<file path="src/rtl/apb_fifo_pkg.sv">
// Shared register map, STATUS bit positions and FSM state type for the FIFO feeder.
package apb_fifo_pkg;

  localparam logic [7:0]  ADDR_CTRL   = 8'h00;
  localparam logic [7:0]  ADDR_STATUS = 8'h04;
  localparam logic [7:0]  ADDR_WDATA  = 8'h08;

  localparam int unsigned STATUS_EMPTY_BIT = 0;
  localparam int unsigned STATUS_FULL_BIT  = 1;

  // Value written to CTRL once per reset to switch the peripheral on
  localparam logic [31:0] CTRL_ENABLE = 32'h0000_0001;

  typedef enum logic [2:0] {
    StInitSetup,
    StInitAccess,
    StIdle,
    StPollSetup,
    StPollAccess,
    StBackoff,
    StWrSetup,
    StWrAccess
  } state_e;

endpackage

</file>
<file path="src/rtl/rr_arbiter.sv">
// Round-robin arbiter: the first requester at or after the pointer wins, wrapping N_REQ-1 -> 0.
module rr_arbiter #(
  parameter int unsigned N_REQ = 4
) (
  input  logic [N_REQ-1:0]         req_i,
  input  logic [$clog2(N_REQ)-1:0] ptr_i,
  output logic [N_REQ-1:0]         gnt_o,
  output logic [$clog2(N_REQ)-1:0] idx_o
);

  localparam int unsigned IW = $clog2(N_REQ);

  logic [2*N_REQ-1:0] rot;
  logic               found;
  int unsigned        slot;

  // Rotate the request vector so the pointer lands at bit 0, then pick the lowest set bit
  always_comb begin
    rot   = {req_i, req_i} >> ptr_i;
    found = 1'b0;
    idx_o = ptr_i;
    slot  = 0;
    for (int unsigned i = 0; i < N_REQ; i++) begin
      if (!found && rot[i]) begin
        found = 1'b1;
        slot  = 32'(ptr_i) + i;
        if (slot >= N_REQ) slot = slot - N_REQ;
        idx_o = IW'(slot);
      end
    end
    gnt_o = found ? (N_REQ'(1) << idx_o) : '0;
  end

endmodule

</file>
<file path="src/rtl/apb_fifo_feeder.sv">
// APB master that enables the FIFO peripheral once, then polls STATUS and pushes one
// round-robin-arbitrated requester byte per WDATA write.
module apb_fifo_feeder
  import apb_fifo_pkg::*;
#(
  parameter int unsigned N_REQ   = 4,
  parameter int unsigned DW      = 8,
  parameter int unsigned BACKOFF = 4
) (
  input  logic                     PCLK,
  input  logic                     PRESET,
  input  logic                     cfg_en,
  input  logic [N_REQ-1:0]         req_valid,
  input  logic [N_REQ*DW-1:0]      req_data,
  output logic [N_REQ-1:0]         req_ready,
  output logic                     PSEL,
  output logic                     PENABLE,
  output logic                     PWRITE,
  output logic [7:0]               PADDR,
  output logic [31:0]              PWDATA,
  input  logic [31:0]              PRDATA,
  input  logic                     PREADY,
  input  logic                     PSLVERR,
  output logic [$clog2(N_REQ)-1:0] grant_id,
  output logic                     busy,
  output logic [15:0]              err_count
);

  localparam int unsigned IW = $clog2(N_REQ);
  localparam int unsigned CW = $clog2(BACKOFF + 1);

  state_e          state_q, state_d;
  logic            psel_q, psel_d;
  logic            penable_q, penable_d;
  logic            pwrite_q, pwrite_d;
  logic [7:0]      paddr_q, paddr_d;
  logic [31:0]     pwdata_q, pwdata_d;
  logic [IW-1:0]   grant_q, grant_d;
  logic [IW-1:0]   ptr_q, ptr_d;
  logic [CW-1:0]   bo_cnt_q, bo_cnt_d;
  logic [15:0]     err_q, err_d;

  logic            feed;
  logic [N_REQ-1:0] arb_gnt;
  logic [IW-1:0]   arb_idx;
  logic [DW-1:0]   arb_data;
  logic            unused_inputs;

  assign feed     = cfg_en & (|req_valid);
  assign arb_data = req_data[arb_idx*DW +: DW];

  // Only the FULL bit of STATUS steers the FSM; the one-hot grant is not needed here
  assign unused_inputs = ^{PRDATA[31:2], PRDATA[STATUS_EMPTY_BIT], arb_gnt};

  rr_arbiter #(
    .N_REQ (N_REQ)
  ) u_arb (
    .req_i (req_valid),
    .ptr_i (ptr_q),
    .gnt_o (arb_gnt),
    .idx_o (arb_idx)
  );

  // Next state plus next values of the registered APB outputs
  always_comb begin
    state_d   = state_q;
    psel_d    = psel_q;
    penable_d = penable_q;
    pwrite_d  = pwrite_q;
    paddr_d   = paddr_q;
    pwdata_d  = pwdata_q;
    grant_d   = grant_q;
    ptr_d     = ptr_q;
    bo_cnt_d  = bo_cnt_q;
    unique case (state_q)
      // psel_q low means the one-time CTRL write is still waiting for cfg_en
      StInitSetup: begin
        if (psel_q) begin
          state_d   = StInitAccess;
          penable_d = 1'b1;
        end else if (cfg_en) begin
          psel_d   = 1'b1;
          pwrite_d = 1'b1;
          paddr_d  = ADDR_CTRL;
          pwdata_d = CTRL_ENABLE;
        end
      end
      StInitAccess: begin
        if (PREADY) begin
          state_d   = StIdle;
          psel_d    = 1'b0;
          penable_d = 1'b0;
        end
      end
      StIdle: begin
        if (feed) begin
          state_d  = StPollSetup;
          psel_d   = 1'b1;
          pwrite_d = 1'b0;
          paddr_d  = ADDR_STATUS;
        end
      end
      StPollSetup: begin
        state_d   = StPollAccess;
        penable_d = 1'b1;
      end
      StPollAccess: begin
        if (PREADY) begin
          psel_d    = 1'b0;
          penable_d = 1'b0;
          // A slave error on the poll is treated like FULL
          if (PRDATA[STATUS_FULL_BIT] || PSLVERR) begin
            state_d  = StBackoff;
            bo_cnt_d = '0;
          end else if (feed) begin
            state_d  = StWrSetup;
            psel_d   = 1'b1;
            pwrite_d = 1'b1;
            paddr_d  = ADDR_WDATA;
            pwdata_d = 32'(arb_data);
            grant_d  = arb_idx;
          end else begin
            state_d = StIdle;
          end
        end
      end
      StBackoff: begin
        if (!feed) begin
          state_d = StIdle;
        end else if (bo_cnt_q == CW'(BACKOFF - 1)) begin
          state_d  = StPollSetup;
          psel_d   = 1'b1;
          pwrite_d = 1'b0;
          paddr_d  = ADDR_STATUS;
        end else begin
          bo_cnt_d = bo_cnt_q + CW'(1);
        end
      end
      StWrSetup: begin
        state_d   = StWrAccess;
        penable_d = 1'b1;
      end
      StWrAccess: begin
        if (PREADY) begin
          penable_d = 1'b0;
          ptr_d     = (grant_q == IW'(N_REQ - 1)) ? '0 : grant_q + IW'(1);
          if (feed) begin
            state_d  = StPollSetup;
            psel_d   = 1'b1;
            pwrite_d = 1'b0;
            paddr_d  = ADDR_STATUS;
          end else begin
            state_d = StIdle;
            psel_d  = 1'b0;
          end
        end
      end
      default: state_d = StInitSetup;
    endcase
  end

  // Saturating count of PSLVERR seen on completing access phases
  always_comb begin
    err_d = err_q;
    if (psel_q && penable_q && PREADY && PSLVERR && (err_q != 16'hFFFF)) begin
      err_d = err_q + 16'd1;
    end
  end

  // State and APB output registers
  always_ff @(posedge PCLK or posedge PRESET) begin
    if (PRESET) begin
      state_q   <= StInitSetup;
      psel_q    <= 1'b0;
      penable_q <= 1'b0;
      pwrite_q  <= 1'b0;
      paddr_q   <= '0;
      pwdata_q  <= '0;
      grant_q   <= '0;
      ptr_q     <= '0;
      bo_cnt_q  <= '0;
      err_q     <= '0;
    end else begin
      state_q   <= state_d;
      psel_q    <= psel_d;
      penable_q <= penable_d;
      pwrite_q  <= pwrite_d;
      paddr_q   <= paddr_d;
      pwdata_q  <= pwdata_d;
      grant_q   <= grant_d;
      ptr_q     <= ptr_d;
      bo_cnt_q  <= bo_cnt_d;
      err_q     <= err_d;
    end
  end

  // Handshake pulse to the granted requester as its WDATA write completes
  always_comb begin
    for (int unsigned i = 0; i < N_REQ; i++) begin
      req_ready[i] = (state_q == StWrAccess) && PREADY && (grant_q == IW'(i));
    end
  end

  assign PSEL      = psel_q;
  assign PENABLE   = penable_q;
  assign PWRITE    = pwrite_q;
  assign PADDR     = paddr_q;
  assign PWDATA    = pwdata_q;
  assign grant_id  = grant_q;
  assign err_count = err_q;
  // Pending-enable cycles after reset do not count as busy
  assign busy      = (state_q != StIdle) && !((state_q == StInitSetup) && !psel_q);

endmodule

</file>
<file path="config.mk">
export PLATFORM = sky130hd
export DESIGN_NAME = apb_fifo_feeder
export DESIGN_NICKNAME = d
export VERILOG_FILES = /design/src/rtl/apb_fifo_pkg.sv /design/src/rtl/rr_arbiter.sv /design/src/rtl/apb_fifo_feeder.sv
export SDC_FILE = /design/constraint.sdc
export NUM_CORES = 1
export LEC_CHECK = 0
export CORE_MARGIN = 2
export CORE_UTILIZATION = 45
export CTS_BUF_LIST = sky130_fd_sc_hd__clkbuf_4
export DETAILED_ROUTE_END_ITERATION = 7
export PLACE_DENSITY = 0.91
export SYNTH_ARGS = -nofsm -noshare
export SYNTH_HDL_FRONTEND = slang
export SYNTH_SLANG_ARGS = --single-unit
</file>
<file path="constraint.sdc">
create_clock -name PCLK -period 2.9 [get_ports PCLK]
set_input_delay 0.435 -clock PCLK [delete_from_list [all_inputs] [get_ports PCLK]]
set_output_delay 0.435 -clock PCLK [all_outputs]
set_load 0.1 [all_outputs]
</file>
==> results of run 1 <==
[sequential cells by signal (all words and copies together), names as in the netlist]
signal and count:
PWRITE 1, PADDR 2, err_count 16, PENABLE 1, bo_cnt_q 3, PWDATA 8
PSEL 1, grant_id 2, state_q 3, ptr_q 2
[metal layers]
| layer | global-route usage (%) | part of all wire (%) |
|---|---|---|
| met5 | 0 | 0 |
| met4 | 5.000 | 0.79 |
| met3 | 3.956 | 8.6 |
| met2 | 32.21 | 49 |
| met1 | 22.15 | 42 |
[per-stage QoR]
stage               power (mW)  instance area [µm²]  utilization (%)
floorplan                2.292                 2818                -
global placement         2.597                 3390            57.59
detailed placement       2.639                 3390            57.59
CTS                      3.008                 3466            58.89
global route             3.181                 3466            58.89
finish                   2.995                 3466            58.89
[cell usage in the layout, fill, tap and decap left out, drive strengths merged, types with 3 or more instances in the layout]
cell type and count:
buf 44, o21a 4, nand2 24, o221ai 8, dfrtp 39, xnor2 12
mux2i 16, a21oi 10, and3 4, nor2b 4, and2 6, a31oi 3
mux2 5, o21ai 11, clkbuf 5, conb 30, clkdlybuf4s50 41, nand3 14
or2 3, nand4 7, nor2 8, nor3 6, inv 10, a21o 3
ha 7
[critical path, cell delays in order (launching register included)]
cell     delay (ns)
dfrtp_1        0.68
and4_1         0.43
and2_1         0.22
buf_12         0.18
[cells by family (layout without fill, tap and decap cells)]
family / after synthesis / after routing / synth area share (%)
AOI/OAI and AO/OA: 55 / 55 / 15.57
xor gates and xnor gates: 14 / 14 / 4.527
adders and majority gates: 8 / 8 / 3.603
buffers and inverters: 54 / 103 / 12.93
DFF: 39 / 39 / 36.03
muxes: 21 / 21 / 7.990
other: 1 / 30 / 0.1384
and+or+nand+nor: 91 / 91 / 19.22
[worst paths after layout]
check,start,endpoint,slack [ns],cells past startpoint
worst max-delay path,state_q[1],req_ready[2],0.59,3
worst min-delay path,PRESET,state_q[0],0.48,3
worst max register to register,state_q[1],PWDATA[0],0.65,4
worst min register to register,PWDATA[3],PWDATA[3],0.50,2
max in group asynchronous,PRESET,PWDATA[3],2.07,3
min in group PCLK,PWDATA[3],PWDATA[3],0.50,2
[report_power, final]
group	total, mW	switching [mW]	internal, mW	leakage [nW]
Clock	0.364	0.187	0.177	0.0426
Combinational	1.82	1.29	0.530	1.04
Sequential	0.814	0.156	0.658	0.513
Total	3.00	1.63	1.36	1.60
[cell type report]
class                           count  area share, %
Clock buffer                        5          1.083
Clock inverter                      3          1.119
Multi-Input combinational cell    219          43.03
Timing Repair Buffer               85          22.82
Tap cell                           75          2.708
Sequential cell                    39          28.16
Inverter                           10          1.083
==> metrics.md, run 1 <==
| Metric | Value |
|---|---|
| Worst-path fanout max | `17` |
| Largest net degree at the start of global routing | `40` |
| Cell Area, Synth | `2709 µm²` |
| Ys flop type | `dfrtp_1` |
| Fin nets | `440` |
| CTS tree | `built` |
| Post-CTS Resized | `0` |
| DPL Wire Length | `4584 µm` |
| I/O Pins | `139` |
| Commonest cells in the netlist | `39 x dfrtp_1, 30 x buf_4, 23 x nand2_1` |
| Placer Congestion | `0.8811` |
| Setup TNS | `0 ns` |
| Setup bufs post-CTS | `0` |
| Sequential cell area | `975.9 µm²` |
| Detailed-router iteration count before antenna repair | `4` |
| Vias in the first global route | `2117` |
| Post-synth top area cell | `dfrtp_1` |
| WL final | `6078 µm` |
| Synth warn | `0` |
| Cells after DPL | `428` |
| #FFs+latches synth | `39` |
| Power density cells | `864.3 nW/µm²` |
| Fmax | `433.8 MHz` |
| Die H | `81.59 µm` |
| DIE AREA | `6656 µm²` |
| Top post-synthesis cells by area | `dfrtp_1 36%, buf_4 8.3%, mux2i_1 5.9%` |
| PortBufs | `77` |
| Post-synth ARST share | `100.0%` |
| Fill cell count | `501` |
| CTS root buf | `clkbuf_4` |
| Clock Tree Buf Depth | `2` |
| Most frequent cell after synthesis | `dfrtp_1` |
| Wirelength per Cell | `13.94 µm` |
| GRT Total Usage | `18.13%` |
| Area of the multi-input gates | `1491 µm²` |
| Fraction of layout cells with a size suffix above 1 | `18.28%` |
| Arr. time, crit path | `1.87 ns` |
| Area added between synthesis and finish | `27.94%` |
| Clock net sink count | `39` |
| Endpoints failing setup | `0` |
| Dpl ws | `0.3898 ns` |
| Final Critical Period | `2.305 ns` |
| Slew HR | `59.48%` |
| Syn_area_per_cell | `9.572 µm²` |
| Hold buffers post-CTS | `0` |
| Hold WS | `0.4803 ns` |
| Crit path required time | `2.47 ns` |
| Sequential share of the synthesized area | `36.03%` |
| Worst vdd ir | `0.9390 mV` |
| Startpoint types | `flip-flop` |
| CTS buffer count | `5` |
| Drt drc | `0` |
| Die W | `81.59 µm` |
| First-pass GRT wire length | `9425 µm` |
| Via count | `2312` |
| Setup Skew | `0.02121 ns` |
| Max Slew Vio Count | `0` |
| Slew @ Worst Pin | `0.6065 ns` |
| Filler-free cell count of the finished design | `436` |
| Worst min path class | `primary input to asynchronous set/reset pin` |
| Post-synth EDFFs | `0` |
| Fin. Hold Viols | `0` |
| RSZ-0062 raised after global routing | `no` |
| Final period util | `79.49%` |
| GRT overflow | `0` |
| Core area | `5886 µm²` |
| Starting DRC count in detailed routing | `73` |
| Kind of critical path | `flip-flop to output port` |
| Initial Util | `46.02%` |
| Gate Count Post-Synth | `283` |
| Final worst slack | `0.5949 ns` |
| Ant diodes | `0` |
| H-tree depth | `2` |
| Worst-path clk slew | `0.13 ns` |
| DRT antenna net count | `0` |
| P_leak | `1.597 nW` |
| Avg Vias per Cell | `5.303` |
| Clk_lat worst skew | `0.35 ns` |
| # rows | `28` |
| Status | `finished, final reports clean` |
| Distinct cells, synth | `64` |
| Max-cap viol count | `0` |
| Initial antenna violation count | `0` |
| CP Capture Type | `output port` |
| Synth top area share | `36.03%` |
Note: power is estimated with default switching activity, not from simulation.
==> inputs of run 2 (changes only) <==
--- a/config.mk
+++ b/config.mk
@@ -6,10 +6,10 @@
 export NUM_CORES = 1
 export LEC_CHECK = 0
 export CORE_MARGIN = 2
-export CORE_UTILIZATION = 45
+export CORE_UTILIZATION = 41
 export CTS_BUF_LIST = sky130_fd_sc_hd__clkbuf_4
 export DETAILED_ROUTE_END_ITERATION = 7
-export PLACE_DENSITY = 0.91
+export PLACE_DENSITY = 0.84
 export SYNTH_ARGS = -nofsm -noshare
 export SYNTH_HDL_FRONTEND = slang
 export SYNTH_SLANG_ARGS = --single-unit
==> constraint.sdc (replaced) <==
create_clock -name PCLK -period 2.3 [get_ports PCLK]
set_input_delay 0.345 -clock PCLK [delete_from_list [all_inputs] [get_ports PCLK]]
set_output_delay 0.345 -clock PCLK [all_outputs]
set_load 0.1 [all_outputs]
==> metrics.md, run 2 (synthesized netlist as in run 1, its figures left out) <==
| Metric | Value |
|---|---|
| Power density cells | `1064 nW/µm²` |
| Startpoint types | `flip-flop` |
| Clock Tree Buf Depth | `2` |
| R2r setup slk | `0.28 ns` |
| Placed cell areas | `3551 µm²` |
| Setup Skew | `0.01046 ns` |
| CP Capture Type | `output port` |
| Fmax | `484.9 MHz` |
| Gate power share | `64.1%` |
| Drt drc | `0` |
| CTS tree | `built` |
| Ant diodes | `0` |
| First-pass GRT wire length | `10040 µm` |
| Setup bufs post-CTS | `0` |
| Commonest non-fill, non-tap cell in the layout | `buf_4` |
| NetSw | `2.093 mW` |
| Worst min path class | `primary input to asynchronous set/reset pin` |
| Final Critical Period | `2.062 ns` |
| Number of flip-flops in the largest register | `16` |
| Initial antenna violation count | `0` |
| Area added between synthesis and finish | `33.35%` |
| Fin nets | `454` |
| Fraction of layout cells with a size suffix above 1 | `25.07%` |
| Hold buffers post-CTS | `0` |
| GRT Total Usage | `16.89%` |
| Worst-path clk slew | `0.13 ns` |
| Worst-path fanout max | `17` |
| Reg-to-Reg Start | `err_count[0]` |
| Fin. Hold Viols | `0` |
| I/O Pins | `139` |
| DRT antenna net count | `0` |
| Detailed-router iteration count before antenna repair | `4` |
| Final worst slack | `0.2378 ns` |
| Crit Reg-Reg Endpoint | `err_count[1]` |
| Sw Share | `54.47%` |
| P_leak | `1.651 nW` |
| Clock power share | `9.7%` |
| Seq pwr share | `26.2%` |
| WL final | `6135 µm` |
| DIE AREA | `7274 µm²` |
| H-tree depth | `2` |
| Status | `finished, final reports clean` |
| Avg Vias per Cell | `5.095` |
| Internal power | `1.750 mW` |
| # rows | `29` |
| RSZ-0062 raised after global routing | `no` |
| Dpl ws | `-0.05135 ns` |
| DPL Wire Length | `4865 µm` |
| Die W | `85.29 µm` |
| CTS buffer count | `5` |
| Wirelength per Cell | `13.57 µm` |
| Final instance area | `3612 µm²` |
| Die H | `85.29 µm` |
| R2R cell count | `5` |
| Clk_lat worst skew | `0.36 ns` |
| Initial Util | `42.42%` |
| Final period util | `89.66%` |
| Max Slew Vio Count | `0` |
| Endpoints failing setup | `0` |
| Clock net sink count | `39` |
| Fill cell count | `582` |
| Placer Congestion | `0.9081` |
| Arr. time, crit path | `1.72 ns` |
| Largest net degree at the start of global routing | `40` |
| GRT overflow | `0` |
| Starting DRC count in detailed routing | `94` |
| CTS root buf | `clkbuf_4` |
| Crit path required time | `1.96 ns` |
| Post-CTS Resized | `0` |
| Core area | `6386 µm²` |
| Pwr Total | `3.843 mW` |
| Max-cap viol count | `0` |
| Vias in the first global route | `2218` |
| Worst vdd ir | `0.8823 mV` |
| PortBufs | `77` |
| Kind of critical path | `flip-flop to output port` |
| Most frequent cells in the layout | `51 x buf_4, 41 x clkdlybuf4s50_1, 30 x conb_1, 28 x dfrtp_1, 23 x nand2_1` |
| Hold WS | `0.3914 ns` |
| Via count | `2303` |
run 2: worst max-delay path, stage by stage, from the launching register on:
cell     delay, ns
dfrtp_1       0.45
buf_4         0.24
and4_1        0.29
and2_1        0.20
buf_12        0.18
run 2: worst max-delay path by stage:
| stage | start | endpoint | slack, ns | depth (start not counted) |
|---|---|---|---|---|
| final | state_q[2] | req_ready[0] | 0.24 | 4 |
| after global routing | state_q[0] | req_ready[0] | 0.16 | 4 |
| after CTS | state_q[2] | req_ready[0] | 0.21 | 4 |
| after detailed placement | req_valid[1] | PWDATA[0] | -0.05 | 6 |
| after global placement | req_valid[1] | PWDATA[0] | -0.004 | 6 |
| after floorplan | err_count[5] | err_count[1] | -0.04 | 5 |
run 2: area by class of cell:
class | count | area (µm²) | area share (%)
Sequential cell | 39 | 989.7 | 27.40
Inverter | 10 | 37.54 | 1.039
Timing Repair Buffer | 99 | 933.4 | 25.84
Multi-Input combinational cell | 219 | 1494 | 41.36
Clock buffer | 5 | 37.54 | 1.039
Tap cell | 77 | 96.34 | 2.667
Clock inverter | 3 | 23.77 | 0.6581
run 2: through the flow:
step / util [%] / instances / setup TNS, ns
floorplan: - / 312 / -0.04285
finish: 56.56 / 452 / 0
global route: 56.56 / 452 / 0
global placement: 55.60 / 444 / -0.003863
CTS: 56.56 / 452 / 0
detailed placement: 55.60 / 444 / -0.1622
run 2: routing by layer:
| metal | GRT usage, % | up-vias | wire [µm] |
|---|---|---|---|
| li1 | - | 1139 | - |
| met4 | 4.185 | 0 | 32 |
| met1 | 20.80 | 1079 | 2647 |
| met2 | 29.76 | 81 | 2981 |
| met5 | 0 | - | 0 |
| met3 | 3.988 | 4 | 473 |
run 2: power by group through the flow:
stage,combinational (mW),sequential [mW],clock [mW]
2_1_floorplan,1.26,1.64,0
3_3_place_gp,2.43,1.00,0
3_5_place_dp,2.48,1.02,0
4_1_cts,2.48,1.01,0.393
5_1_grt,2.62,1.03,0.419
6_report,2.47,1.01,0.372
